**src/rtl/mult_sequencer.sv**
```systemverilog
// mult_sequencer
// ----------------------------------------------------------------------------
// Control unit for the sequential signed shift-and-add multiplier. A start
// pulse loads the magnitude datapath, then the FSM walks test/add/shift
// iterations until the multiplier register empties or WIDTH shifts are done.
// It also captures the product sign and owns the three-digit display window.
//
// Parameters
//   WIDTH    operand magnitude width and maximum number of shift iterations
//   WIN_MAX  highest display window index (window saturates here)
//
// Ports
//   clk           divided system clock, rising-edge active
//   rst           asynchronous reset, active low
//   start         one-cycle start pulse (ignored while busy)
//   scroll_left   one-cycle pulse, window toward more significant digits
//   scroll_right  one-cycle pulse, window toward less significant digits
//   sign_mp       multiplier sign bit
//   sign_mc       multiplicand sign bit
//   op_zero       either operand magnitude is zero
//   zero_flag     datapath multiplier register is zero
//   lsb           datapath multiplier register LSB
//   load_initial  datapath load strobe
//   add_en        accumulate strobe
//   shift_en      shift strobe
//   busy          multiplication in progress
//   done          result valid, held until the next accepted start
//   neg_flag      product sign
//   window        display window index, 0..WIN_MAX
//   iter_cnt      shifts completed in the current operation
// ----------------------------------------------------------------------------
module mult_sequencer #(
    parameter int WIDTH   = 8,
    parameter int WIN_MAX = 2
) (
    input  logic       clk,
    input  logic       rst,
    input  logic       start,
    input  logic       scroll_left,
    input  logic       scroll_right,
    input  logic       sign_mp,
    input  logic       sign_mc,
    input  logic       op_zero,
    input  logic       zero_flag,
    input  logic       lsb,
    output logic       load_initial,
    output logic       add_en,
    output logic       shift_en,
    output logic       busy,
    output logic       done,
    output logic       neg_flag,
    output logic [1:0] window,
    output logic [3:0] iter_cnt
);

    localparam logic [3:0] ITER_MAX = 4'(WIDTH);
    localparam logic [1:0] WIN_TOP  = 2'(WIN_MAX);

    typedef enum logic [2:0] {
        S_IDLE,
        S_LOAD,
        S_TEST,
        S_ADD,
        S_SHIFT,
        S_DONE
    } state_e;

    state_e     state_q, state_d;
    logic [3:0] iter_q,  iter_d;
    logic [1:0] win_q,   win_d;
    logic       neg_q,   neg_d;

    always_ff @(posedge clk or negedge rst) begin
        if (!rst) begin
            state_q <= S_IDLE;
            iter_q  <= '0;
            win_q   <= '0;
            neg_q   <= 1'b0;
        end else begin
            state_q <= state_d;
            iter_q  <= iter_d;
            win_q   <= win_d;
            neg_q   <= neg_d;
        end
    end

    always_comb begin
        state_d = state_q;
        iter_d  = iter_q;
        win_d   = win_q;
        neg_d   = neg_q;

        unique case (state_q)
            S_IDLE, S_DONE: begin
                if (start) begin
                    // Accepting start clears the per-operation state; any
                    // scroll pulse in the same cycle is dropped.
                    state_d = S_LOAD;
                    iter_d  = '0;
                    win_d   = '0;
                    // A zero product must never show as negative.
                    neg_d   = (sign_mp ^ sign_mc) & ~op_zero;
                end else if (scroll_left && !scroll_right) begin
                    if (win_q != WIN_TOP) win_d = win_q + 2'd1;
                end else if (scroll_right && !scroll_left) begin
                    if (win_q != 2'd0) win_d = win_q - 2'd1;
                end
            end
            S_LOAD: state_d = S_TEST;
            S_TEST: begin
                if (zero_flag)              state_d = S_DONE;
                else if (iter_q == ITER_MAX) state_d = S_DONE;
                else if (lsb)               state_d = S_ADD;
                else                        state_d = S_SHIFT;
            end
            S_ADD:  state_d = S_SHIFT;
            S_SHIFT: begin
                iter_d  = iter_q + 4'd1;
                state_d = S_TEST;
            end
            default: state_d = S_IDLE;
        endcase
    end

    // Moore outputs: strobes are decoded from the state register only, so
    // they are mutually exclusive and drop immediately with reset.
    assign load_initial = (state_q == S_LOAD);
    assign add_en       = (state_q == S_ADD);
    assign shift_en     = (state_q == S_SHIFT);
    assign busy         = (state_q == S_LOAD) || (state_q == S_TEST) ||
                          (state_q == S_ADD)  || (state_q == S_SHIFT);
    assign done         = (state_q == S_DONE);
    assign neg_flag     = neg_q;
    assign window       = win_q;
    assign iter_cnt     = iter_q;

endmodule

```
**config.mk**
```make
export PLATFORM = sky130hd
export DESIGN_NAME = mult_sequencer
export DESIGN_NICKNAME = d
export VERILOG_FILES = /design/src/rtl/mult_sequencer.sv
export SDC_FILE = /design/constraint.sdc
export NUM_CORES = 1
export LEC_CHECK = 0
export ABC_CLOCK_PERIOD_IN_PS = 1500
export CORE_MARGIN = 2
export CORE_UTILIZATION = 39
export DETAILED_ROUTE_END_ITERATION = 6
export PLACE_DENSITY = 0.71
export SYNTH_ARGS = -nofsm -noshare
export SYNTH_HDL_FRONTEND = slang
export SYNTH_SLANG_ARGS = --single-unit
```
**constraint.sdc**
```tcl
create_clock -name clk -period 1.5 [get_ports clk]
set_input_delay 0.225 -clock clk [delete_from_list [all_inputs] [get_ports clk]]
set_output_delay 0.225 -clock clk [all_outputs]
set_load 0.03 [all_outputs]
```
==> flow_summary.ini <==
[power]
p_total_mw = 2.00
p_clk_share_pct = 12.5
p_switching_uw = 899
p_sw_share_pct = 44.9
power.density_nw_per_um2 = 1900
p_leak_nw = 0.493
power_frac_comb_pct = 63.6
p_int_mw = 1.11
pwr-share-seq_pct = 24.0
max-vdd-ir-drop_mv = 0.911

[detailed_routing]
drc = 0
drt-total-wl_mm = 1.67
drt_first_iter_violations = 11
dr_total_vias = 667
viasPerCell = 5.47
drt-pass1-iter-count = 4
antenna_left = 0
wl_per_cell_um = 13.6

[grt]
grt_pass1_vias = 596
grt_util_all_layers_pct = 18.7
grt_max_degree = 12
overflow = 0
grt_antenna_before_repair = 0
grt_pass1_wl_mm = 2.68

[clock_tree]
cts_tree = done
numClockSinks = 10
cts_hold_buf = 0
cts_buffers = 3
cts_max_level = 1
insertion_delay_ns = 0.27
cts.reportedPaths.clkPinSlew_ns = 0.07
cts_root_buffer = clkbuf_4
clock_path_buffers = 2

[setup_path]
cp-start-kind = flop
cp_data_arrival_time_ns = 1.29
crit_type = reg2out
critPathRequiredTime_ns = 1.27
cp_max_fo = 3
worst_setup_path_end_kind = output pin

[min_path]
min_path_type = in2async

[placement]
gp_congestion = 0.813
dp_hpwl_mm = 1.12
place_inst = 112
portBuffers = 21

[synth]
synth_fp_nets = 82
synth-seq-area-share_pct = 38.4
synth_edf_count = 0
synth_mux_area_share_pct = 1.73
synthArstFlopShare_pct = 100
syn_area_per_cell_um2 = 9.31
synth-main-ff-cell = dfrtp_1
syn_area_um2 = 652
syn_inst = 70
synth-simple-area-share_pct = 27.8
synthAdderAreaFrac_pct = 3.84
ys_warn_count = 0
ys_ff_latch = 10
synth_xor_area_share_pct = 6.72
synth-compound-area-share_pct = 14.4
ys_types = 33
synth_top_family_by_area = simple AND/OR/NAND/NOR gates

[sta]
fin_ws_ns = -0.0179
finalSetupViolCount = 1
fmax_ghz = 0.659
worst_pin_slew_ns = 0.476
period_minus_slack_ns = 1.52
maxSlewViolCount = 0
skew_ns = 0.00282
rsz0062_at_grt = yes
max_slew_margin_pct = 68.2
hold_violations = 0
hold_ws_ns = 0.279
min_period_over_period_pct = 101

[layout]
final_cell_count_no_fill = 122
layout_commonest_cell = buf_4
num-fill-cells = 124
layout_common_cells = buf_4, clkdlybuf4s50_1, dfrtp_1, dlygate4sd2_1
final_nets = 119
drive_gt1_share_pct = 36.8
synthToLayoutAreaGrowth_pct = 62.2
fin_util_pct = 68.6
diodes = 0

[die]
fp.dieW_um = 44.9
core.rowCount = 14
die_y_um = 44.9
start_util_pct = 42.3
io_pins = 22
coreArea_um2 = 1540
dieArea_um2 = 2010

[status]
violations = setup timing
status = finished, violations left

[job]
max-cap-violations = 0
[routing by layer]
layer | part of all wire, % | routed length, um | track usage [%] | vias up
li1 | - | - | - | 322
met1 | 38 | 640 | 24.2 | 314
met2 | 54 | 898 | 30.1 | 27
met3 | 6.4 | 106 | 2.80 | 4
met4 | 1.2 | 20 | 10.0 | 0
met5 | 0 | 0 | 0 | -
[registers in the layout, summed over array words and instances (netlist names)]
| name | flops |
|---|---|
| state_q | 3 |
| window | 2 |
| neg_flag | 1 |
| iter_cnt | 4 |
[kinds of logic (layout without fill, tap and decap cells)]
family | Yosys count | after routing
AND/OR/NAND/NOR | 29 | 29
adder cells (fa/ha/maj) | 2 | 2
AO/OA/AOI/OAI | 14 | 14
XOR/XNOR | 5 | 5
flip-flops | 10 | 10
buffers and inverters | 9 | 45
multiplexers | 1 | 1
[critical path: stages (launching register included)]
cell	delay [ns]
dfrtp_1	0.40
or3b_4	0.42
inv_4	0.08
buf_6	0.12
[metrics by stage]
step / setup slack (ns) / TNS [ns] / area (um^2)
after global routing: -0.0543 / -0.193 / 1060
after floorplan: 0.0233 / 0 / 657
after global placement: -0.105 / -0.131 / 915
after CTS: -0.0289 / -0.0334 / 981
final: -0.0179 / -0.0179 / 1060
after detailed placement: -0.106 / -0.154 / 915
[power by group through the flow]
stage | sequential (mW) | clock (mW) | combinational, mW
after floorplan | 0.566 | 0 | 0.586
after global placement | 0.476 | 0 | 1.04
after detailed placement | 0.485 | 0 | 1.05
after CTS | 0.470 | 0.257 | 1.12
after global routing | 0.494 | 0.273 | 1.38
final | 0.481 | 0.250 | 1.27
[cell type report]
cell class | count | area (um^2) | share of cell area, %
timing repair buffer | 36 | 313 | 29.6
tap | 16 | 20.0 | 1.89
inverter | 5 | 21.3 | 2.01
clock buffer | 4 | 36.3 | 3.43
sequential | 10 | 251 | 23.8
multi-input combinational | 51 | 415 | 39.3
[what timing repair did]
item	in CTS	in global routing
buffers inserted	3	3
endpoints found under the setup margin	11	10
pin swaps	1	3
gates resized for setup	12	12
[path summary, 6_finish.rpt]
check                      slack (ns)  cells after the start                    from                      end
max                             -0.02                      3  state_q[1]$_DFFE_PN0P_                 shift_en
min                              0.28                      1                     rst    window[0]$_DFFE_PN0P_
max reg2reg                      0.02                      4  state_q[1]$_DFFE_PN0P_  iter_cnt[2]$_DFFE_PN0P_
min reg2reg                      0.52                      1    neg_flag$_DFFE_PN0P_     neg_flag$_DFFE_PN0P_
max in group asynchronous        0.87                      1                     rst  iter_cnt[0]$_DFFE_PN0P_
min in group clk                 0.52                      1    neg_flag$_DFFE_PN0P_     neg_flag$_DFFE_PN0P_
[synth_stat cells, types with 2 or more instances]
cell	number	share of area, %
nand3b_1	4	4.6
xor2_1	2	2.7
o2bb2ai_1	2	2.7
or3b_1	2	2.7
ha_1	2	3.8
dfrtp_1	10	38
o22ai_1	2	1.9
inv_1	5	2.9
nand2_1	3	1.7
xnor2_1	3	4.0
nor2_1	7	4.0
o21ai_0	5	3.8
or3_1	2	1.9
nand2b_1	2	1.9
Note: power is estimated with default switching activity, not from simulation.
